===== src/rtl/chimera_addr_map_ctrl.sv =====
// Runtime-programmable address map: APB-written shadow rule table, atomic commit into
// an active table, and a registered lookup port that decodes against the active table.
module chimera_addr_map_ctrl #(
    parameter int unsigned NumRules   = 8,
    parameter int unsigned AddrWidth  = 32,
    parameter int unsigned IdxWidth   = 8,
    parameter int unsigned DefaultIdx = 0
) (
    input  logic                 clk_i,
    input  logic                 rst_i,
    input  logic [11:0]          paddr_i,
    input  logic                 psel_i,
    input  logic                 penable_i,
    input  logic                 pwrite_i,
    input  logic [31:0]          pwdata_i,
    input  logic [3:0]           pstrb_i,
    output logic                 pready_o,
    output logic [31:0]          prdata_o,
    output logic                 pslverr_o,
    input  logic                 req_valid_i,
    output logic                 req_ready_o,
    input  logic [AddrWidth-1:0] req_addr_i,
    output logic                 rsp_valid_o,
    input  logic                 rsp_ready_i,
    output logic                 rsp_hit_o,
    output logic [IdxWidth-1:0]  rsp_idx_o
);

    localparam logic [6:0]          NUM_RULES_7 = 7'(NumRules);
    localparam logic [7:0]          NUM_RULES_8 = 8'(NumRules);
    localparam logic [IdxWidth-1:0] DEF_IDX     = IdxWidth'(DefaultIdx);

    typedef enum logic [0:0] {ST_IDLE = 1'b0, ST_COPY = 1'b1} state_e;

    function automatic logic [31:0] merge_bytes(input logic [31:0] old_word,
                                                input logic [31:0] new_word,
                                                input logic [3:0]  strb);
        logic [31:0] res;
        res = old_word;
        for (int b = 0; b < 4; b++) begin
            if (strb[b]) begin
                res[8*b +: 8] = new_word[8*b +: 8];
            end else begin
                res[8*b +: 8] = old_word[8*b +: 8];
            end
        end
        return res;
    endfunction

    state_e                r_state;
    state_e                w_state_nxt;
    logic                  w_copy;
    logic                  r_lock;
    logic [AddrWidth-1:0]  r_sh_start [NumRules];
    logic [AddrWidth-1:0]  r_sh_end   [NumRules];
    logic [IdxWidth-1:0]   r_sh_idx   [NumRules];
    logic                  r_sh_en    [NumRules];
    logic [AddrWidth-1:0]  r_ac_start [NumRules];
    logic [AddrWidth-1:0]  r_ac_end   [NumRules];
    logic [IdxWidth-1:0]   r_ac_idx   [NumRules];
    logic                  r_ac_en    [NumRules];
    logic                  r_rsp_valid;
    logic                  r_rsp_hit;
    logic [IdxWidth-1:0]   r_rsp_idx;

    logic                  w_access, w_is_rule, w_is_ctrl, w_is_stat;
    logic                  w_unmapped, w_lock_err, w_err, w_wr, w_wr_rule;
    logic                  w_commit_bit, w_lock_bit, w_commit;
    logic [6:0]            w_rule_sel;
    logic [1:0]            w_field;
    logic [AddrWidth-1:0]  w_sel_start, w_sel_end;
    logic [IdxWidth-1:0]   w_sel_idx;
    logic                  w_sel_en;
    logic [31:0]           w_rd_word;
    logic                  w_lk_hit;
    logic [IdxWidth-1:0]   w_lk_idx;
    logic                  w_req_ready;

    assign w_access     = psel_i & penable_i;
    assign w_is_rule    = ~paddr_i[11];
    assign w_rule_sel   = paddr_i[10:4];
    assign w_field      = paddr_i[3:2];
    assign w_is_ctrl    = (paddr_i[11:2] == 10'h200);
    assign w_is_stat    = (paddr_i[11:2] == 10'h201);
    assign w_commit_bit = pstrb_i[0] & pwdata_i[0];
    assign w_lock_bit   = pstrb_i[0] & pwdata_i[1];
    // Unaligned byte offsets are treated as unmapped; field +0xC of a rule is unmapped too.
    assign w_unmapped   = (|paddr_i[1:0]) |
                          (w_is_rule ? ((w_rule_sel >= NUM_RULES_7) | (w_field == 2'd3))
                                     : ~(w_is_ctrl | w_is_stat));
    assign w_lock_err   = pwrite_i & r_lock & (w_is_rule | (w_is_ctrl & w_commit_bit));
    assign w_err        = w_access & (w_unmapped | w_lock_err | (pwrite_i & w_is_stat));
    assign w_wr         = w_access & pwrite_i & ~w_err;
    assign w_wr_rule    = w_wr & w_is_rule;
    assign w_commit     = w_wr & w_is_ctrl & w_commit_bit;

    assign pready_o     = 1'b1;
    assign pslverr_o    = w_err;
    assign prdata_o     = (w_access & ~pwrite_i & ~w_err) ? w_rd_word : 32'd0;

    // Shadow-table read mux for the addressed rule / control / status word.
    always_comb begin
        w_sel_start = {AddrWidth{1'b0}};
        w_sel_end   = {AddrWidth{1'b0}};
        w_sel_idx   = {IdxWidth{1'b0}};
        w_sel_en    = 1'b0;
        for (int i = 0; i < NumRules; i++) begin
            if (w_rule_sel == 7'(i)) begin
                w_sel_start = r_sh_start[i];
                w_sel_end   = r_sh_end[i];
                w_sel_idx   = r_sh_idx[i];
                w_sel_en    = r_sh_en[i];
            end else begin
                w_sel_start = w_sel_start;
                w_sel_end   = w_sel_end;
                w_sel_idx   = w_sel_idx;
                w_sel_en    = w_sel_en;
            end
        end
        w_rd_word = 32'd0;
        if (w_is_rule) begin
            case (w_field)
                2'd0:    w_rd_word = 32'(w_sel_start);
                2'd1:    w_rd_word = 32'(w_sel_end);
                2'd2:    w_rd_word = 32'(w_sel_idx) | {w_sel_en, 31'd0};
                default: w_rd_word = 32'd0;
            endcase
        end else if (w_is_ctrl) begin
            w_rd_word = {30'd0, r_lock, 1'b0};
        end else if (w_is_stat) begin
            w_rd_word = {16'd0, NUM_RULES_8, 7'd0, (r_state == ST_COPY)};
        end else begin
            w_rd_word = 32'd0;
        end
    end

    // Commit FSM state register.
    always_ff @(posedge clk_i or posedge rst_i) begin
        if (rst_i) begin
            r_state <= ST_IDLE;
        end else begin
            r_state <= w_state_nxt;
        end
    end

    // Commit FSM next state; a COMMIT seen during COPY is silently dropped.
    always_comb begin
        w_state_nxt = r_state;
        w_copy      = 1'b0;
        case (r_state)
            ST_IDLE: begin
                if (w_commit) begin
                    w_state_nxt = ST_COPY;
                end else begin
                    w_state_nxt = ST_IDLE;
                end
            end
            ST_COPY: begin
                w_copy      = 1'b1;
                w_state_nxt = ST_IDLE;
            end
            default: w_state_nxt = ST_IDLE;
        endcase
    end

    // Sticky lock bit, cleared only by reset.
    always_ff @(posedge clk_i or posedge rst_i) begin
        if (rst_i) begin
            r_lock <= 1'b0;
        end else if (w_wr & w_is_ctrl & w_lock_bit) begin
            r_lock <= 1'b1;
        end
    end

    // Shadow table: byte-strobed APB writes.
    always_ff @(posedge clk_i or posedge rst_i) begin
        if (rst_i) begin
            for (int i = 0; i < NumRules; i++) begin
                r_sh_start[i] <= {AddrWidth{1'b0}};
                r_sh_end[i]   <= {AddrWidth{1'b0}};
                r_sh_idx[i]   <= {IdxWidth{1'b0}};
                r_sh_en[i]    <= 1'b0;
            end
        end else begin
            for (int i = 0; i < NumRules; i++) begin
                if (w_wr_rule && (w_rule_sel == 7'(i))) begin
                    case (w_field)
                        2'd0: r_sh_start[i] <= AddrWidth'(merge_bytes(32'(r_sh_start[i]), pwdata_i, pstrb_i));
                        2'd1: r_sh_end[i]   <= AddrWidth'(merge_bytes(32'(r_sh_end[i]), pwdata_i, pstrb_i));
                        2'd2: begin
                            r_sh_idx[i] <= IdxWidth'(merge_bytes(32'(r_sh_idx[i]), pwdata_i, pstrb_i));
                            r_sh_en[i]  <= pstrb_i[3] ? pwdata_i[31] : r_sh_en[i];
                        end
                        default: ;
                    endcase
                end
            end
        end
    end

    // Active table: whole-table snapshot of the shadow during COPY.
    always_ff @(posedge clk_i or posedge rst_i) begin
        if (rst_i) begin
            for (int i = 0; i < NumRules; i++) begin
                r_ac_start[i] <= {AddrWidth{1'b0}};
                r_ac_end[i]   <= {AddrWidth{1'b0}};
                r_ac_idx[i]   <= {IdxWidth{1'b0}};
                r_ac_en[i]    <= 1'b0;
            end
        end else if (w_copy) begin
            for (int i = 0; i < NumRules; i++) begin
                r_ac_start[i] <= r_sh_start[i];
                r_ac_end[i]   <= r_sh_end[i];
                r_ac_idx[i]   <= r_sh_idx[i];
                r_ac_en[i]    <= r_sh_en[i];
            end
        end
    end

    // Priority decode: scanning downwards leaves the lowest matching rule in place.
    always_comb begin
        w_lk_hit = 1'b0;
        w_lk_idx = DEF_IDX;
        for (int i = NumRules - 1; i >= 0; i--) begin
            if (r_ac_en[i] && (req_addr_i >= r_ac_start[i]) && (req_addr_i < r_ac_end[i])) begin
                w_lk_hit = 1'b1;
                w_lk_idx = r_ac_idx[i];
            end else begin
                w_lk_hit = w_lk_hit;
                w_lk_idx = w_lk_idx;
            end
        end
    end

    assign w_req_ready = (r_state == ST_IDLE) & (~r_rsp_valid | rsp_ready_i);
    assign req_ready_o = w_req_ready;

    // Response register, held until the consumer takes it.
    always_ff @(posedge clk_i or posedge rst_i) begin
        if (rst_i) begin
            r_rsp_valid <= 1'b0;
            r_rsp_hit   <= 1'b0;
            r_rsp_idx   <= DEF_IDX;
        end else if (w_req_ready && req_valid_i) begin
            r_rsp_valid <= 1'b1;
            r_rsp_hit   <= w_lk_hit;
            r_rsp_idx   <= w_lk_idx;
        end else if (rsp_ready_i) begin
            r_rsp_valid <= 1'b0;
        end
    end

    assign rsp_valid_o = r_rsp_valid;
    assign rsp_hit_o   = r_rsp_hit;
    assign rsp_idx_o   = r_rsp_idx;

endmodule


===== config.mk =====
export PLATFORM = sky130hd
export DESIGN_NAME = chimera_addr_map_ctrl
export DESIGN_NICKNAME = d
export VERILOG_FILES = /design/src/rtl/chimera_addr_map_ctrl.sv
export SDC_FILE = /design/constraint.sdc
export NUM_CORES = 2
export LEC_CHECK = 0
export ABC_AREA = 1
export CAP_MARGIN = 30
export CORE_MARGIN = 5
export CORE_UTILIZATION = 60
export DETAILED_ROUTE_END_ITERATION = 6
export GPL_ROUTABILITY_DRIVEN = 0
export GPL_TIMING_DRIVEN = 0
export PLACE_DENSITY = 0.77
export SLEW_MARGIN = 20
export SYNTH_ARGS = -nofsm -noshare
export SYNTH_HDL_FRONTEND = slang
export SYNTH_SLANG_ARGS = --single-unit

===== constraint.sdc =====
create_clock -name clk_i -period 99.2 [get_ports clk_i]
set_input_delay 29.76 -clock clk_i [delete_from_list [all_inputs] [get_ports clk_i]]
set_output_delay 29.76 -clock clk_i [all_outputs]
set_load 0.01 [all_outputs]

==> summary.txt <==
post-route cell area - 0.0698 mm²
VDD IR max - 0.0147 mV
WP data required - 69.44 ns
number of flops mapped to enable cells by yosys - 0
vias - 56900
leakage - 31.3 nW
main flop type after synthesis - dfrtp_1
Critical path buffers and inverters - 6
drt pass-1 iters - 7
asr flop ratio synth - 100%
Min-Delay Path Class - reg -> reg
Die Width - 331 µm
die area - 0.110 mm²
outcome - finished, violations left
period utilization - 65.0%
peak per-stage delay on the critical path - 0.70 ns
CTS sink count - 1180
vias in the first global route - 54500
CTS tree - yes
total of max-cap violations - 0
# resized after CTS - 0
final setup fails - 0
routed len/inst - 27.8 µm
Clock Skew - 0.0350 ns
Iteration-0 DRC Markers - 9207
unrepaired setup endpoints after global routing - no
GRT Total Usage - 44.4%
syn_nets - 7623
synthesized instance count - 7032
initial antenna violation count - 12
flops & latches, synth - 1180
setup bufs post-CTS - 0
slowest stage cell, crit path - clkdlybuf4s50_1
CTS root buf - clkbuf_16
Hold WS - 0.488 ns
Crit Path Max Fanout - 10
endpoint class of the critical path - output pin
P&R area growth vs syn - 12.9%
Max clock buf depth - 3
Syn Area/Cell - 8.79 µm²
grt total ovfl - 0
Detail Route Antenna Nets - 0
global-route wire length before repair - 353 mm
H-tree levels - 4
top cell family by delay on the critical path - buffers and inverters
sequential area share after synthesis - 47.8%
total CTS buffers - 130
die extent in y - 331 µm
failing checks - DRC
clock-pin transition on the worst setup and hold timing paths - 0.06 ns
layout cells sized above 1 - 9.04%
# IOs - 132
Worst-Skew Late Latency - 0.78 ns
num rows - 117
Fill cells - 7914
largest net degree at the start of global routing - 108
Util after Layout - 68.4%
Netlist cell types - 51
Core Area - 0.102 mm²
Achievable Freq - 0.0155 GHz
CP dominant cell by count - inv_1
I/O Buffers - 126
setup TNS - 0 ns
Worst setup SP type - primary input
post-DP HPWL - 175 mm
drt drc - 13
Tmin final - 64.47 ns
Power Density - 14.9 mW/mm²
max-slew violations - 0
worst-path cell chain - clkdlybuf4s50_1 > inv_1 > a211oi_2 > nand3_2 > inv_1 > nand4_1 > nor2_2 > inv_1 > clkbuf_1 > a21oi_1 > clkdlybuf4s50_1
Slew @ Worst Pin - 1.24 ns
final hold viol count - 0
nets - 7935
Initial Utilization - 60.6%
Rel. slew slack - 17.6%
WL final - 245 mm
vias per cell - 6.44
Critical Path AT - 34.71 ns
DP Area - 0.0654 mm²
# hold bufs at CTS - 0
Syn. warnings - 0
critical path type - in -> out
synthesized area - 0.0618 mm²
[final cells by class]
type                    count  area, µm²  area share, %
plain buffers             342       1880           2.69
inverters                 742       2790           4.00
clock inverters            36        419          0.601
diodes                     14       35.0         0.0502
multi-input cells        4768      27700           39.6
repair buffers            180       1910           2.74
clock buffers             195       3840           5.51
well taps                1368       1710           2.45
flip-flops and latches   1180      29500           42.3
[metal layers]
metal	part of all wire (%)	GRT usage, %	up-vias
li1	-	-	24100
met1	34	54.6	27000
met2	39	60.7	4461
met3	16	18.9	1253
met4	11	36.3	10
met5	0.053	0.444	-
[power by group]
group	total [W]	internal (W)	switching, W
logic	0.0000686	0.0000173	0.0000513
registers	0.000482	0.000481	0.000000134
clock network	0.000492	0.000284	0.000208
[final timing paths]
path | startpoint | endpoint | slack (ns) | depth (start not counted)
worst min register to register | r_sh_idx[27] | r_sh_idx[27] | 0.49 | 2
max in group asynchronous | rst_i | r_ac_idx[10] | 67.40 | 6
min in group asynchronous | rst_i | r_ac_end[175] | 29.46 | 2
worst min-delay path | r_sh_idx[27] | r_sh_idx[27] | 0.49 | 2
worst max register to register | r_ac_start[159] | rsp_idx_o[3] | 94.72 | 17
worst max-delay path | paddr_i[11] | prdata_o[14] | 34.73 | 11
[worst reg2reg max path, stage by stage (launching register included)]
cell,delay (ns)
dfrtp_1,0.32
inv_1,0.08
ha_1,0.30
nand2_1,0.07
nor2_1,0.20
nand2_1,0.19
nor4_2,0.74
nand4_1,0.47
nand4_1,0.41
nand3_1,0.57
clkbuf_1,0.40
o21ai_0,0.24
inv_1,0.06
nand2_1,0.08
nand2_1,0.06
nand2_1,0.09
nand2_1,0.06
nand2_1,0.06
[cells in the final DEF (no fill, tap or decap), types with 18 or more instances in the layout]
master / Yosys / routed
clkdlybuf4s50_1: 0 / 95
buf_6: 72 / 91
clkbuf_16: 0 / 135
clkbuf_1: 245 / 260
nor2_1: 121 / 120
ha_1: 504 / 504
clkinv_2: 0 / 18
o211ai_1: 82 / 82
inv_1: 728 / 727
a21oi_1: 400 / 400
clkbuf_2: 1 / 23
nand3_1: 121 / 121
nand3_4: 72 / 72
clkbuf_8: 0 / 24
o21ai_1: 457 / 457
o21ai_2: 129 / 129
nand4_1: 146 / 146
nor3_1: 20 / 20
o21ai_0: 700 / 700
nand2_1: 1868 / 1868
dfrtp_1: 1180 / 1180
buf_2: 13 / 52
mux2_2: 43 / 43
[stage by stage]
| stage | total power, W | worst slack [ns] | instances |
|---|---|---|---|
| 5_1_grt | 0.00106 | 34.75 | 8812 |
| 3_5_place_dp | 0.000556 | 35.13 | 8569 |
| 6_report | 0.00104 | 34.73 | 8825 |
| 4_1_cts | 0.00104 | 35.14 | 8800 |
| 3_3_place_gp | 0.000554 | 22.82 | 8526 |
| 2_1_floorplan | 0.000526 | 36.20 | 7032 |
[cells by family after synthesis]
group           count (synthesis)  synth area share [%]
fa+ha+maj                     504                  10.2
buf+inv                      1084                  7.49
other cells                     1               0.00607
mux                            51                 0.913
compound gates               1832                  16.3
flops                        1180                  47.8
simple gates                 2380                  17.3
[state kept, by name, summed over array words and instances, names as in the netlist]
| name | cells |
|---|---|
| r_sh_start | 256 |
| r_state | 1 |
| r_ac_end | 256 |
| r_ac_start | 256 |
| r_sh_end | 256 |
| rsp_hit_o | 1 |
| r_lock | 1 |
| r_ac_en | 8 |
| r_ac_idx | 64 |
| rsp_idx_o | 8 |
| rsp_valid_o | 1 |
| r_sh_en | 8 |
| r_sh_idx | 64 |
[synthesized netlist by cell type, types with 4 or more instances]
master	instances	area (µm²)
o21ai_2	129	1130
dfrtp_1	1180	29500
a31oi_1	4	25.0
o31ai_1	4	30.0
o211ai_1	82	616
o2111ai_1	11	96.3
nor2_8	8	160
o221ai_1	8	70.1
nand3_4	72	1260
mux2_2	43	484
nor2_1	121	454
o21a_1	14	105
a21oi_1	400	2000
mux2i_1	8	80.1
buf_6	72	811
clkbuf_1	245	920
ha_1	504	6310
o21ai_0	700	3500
nand3_1	121	606
o21ai_1	457	2290
a211oi_1	8	60.1
nor3_1	20	100
inv_2	14	52.6
nand2_1	1868	7010
nor4_1	8	50.1
buf_2	13	65.1
nand4_1	146	913
inv_1	728	2730
buf_1	10	37.5
Note: power is estimated with default switching activity, not from simulation.
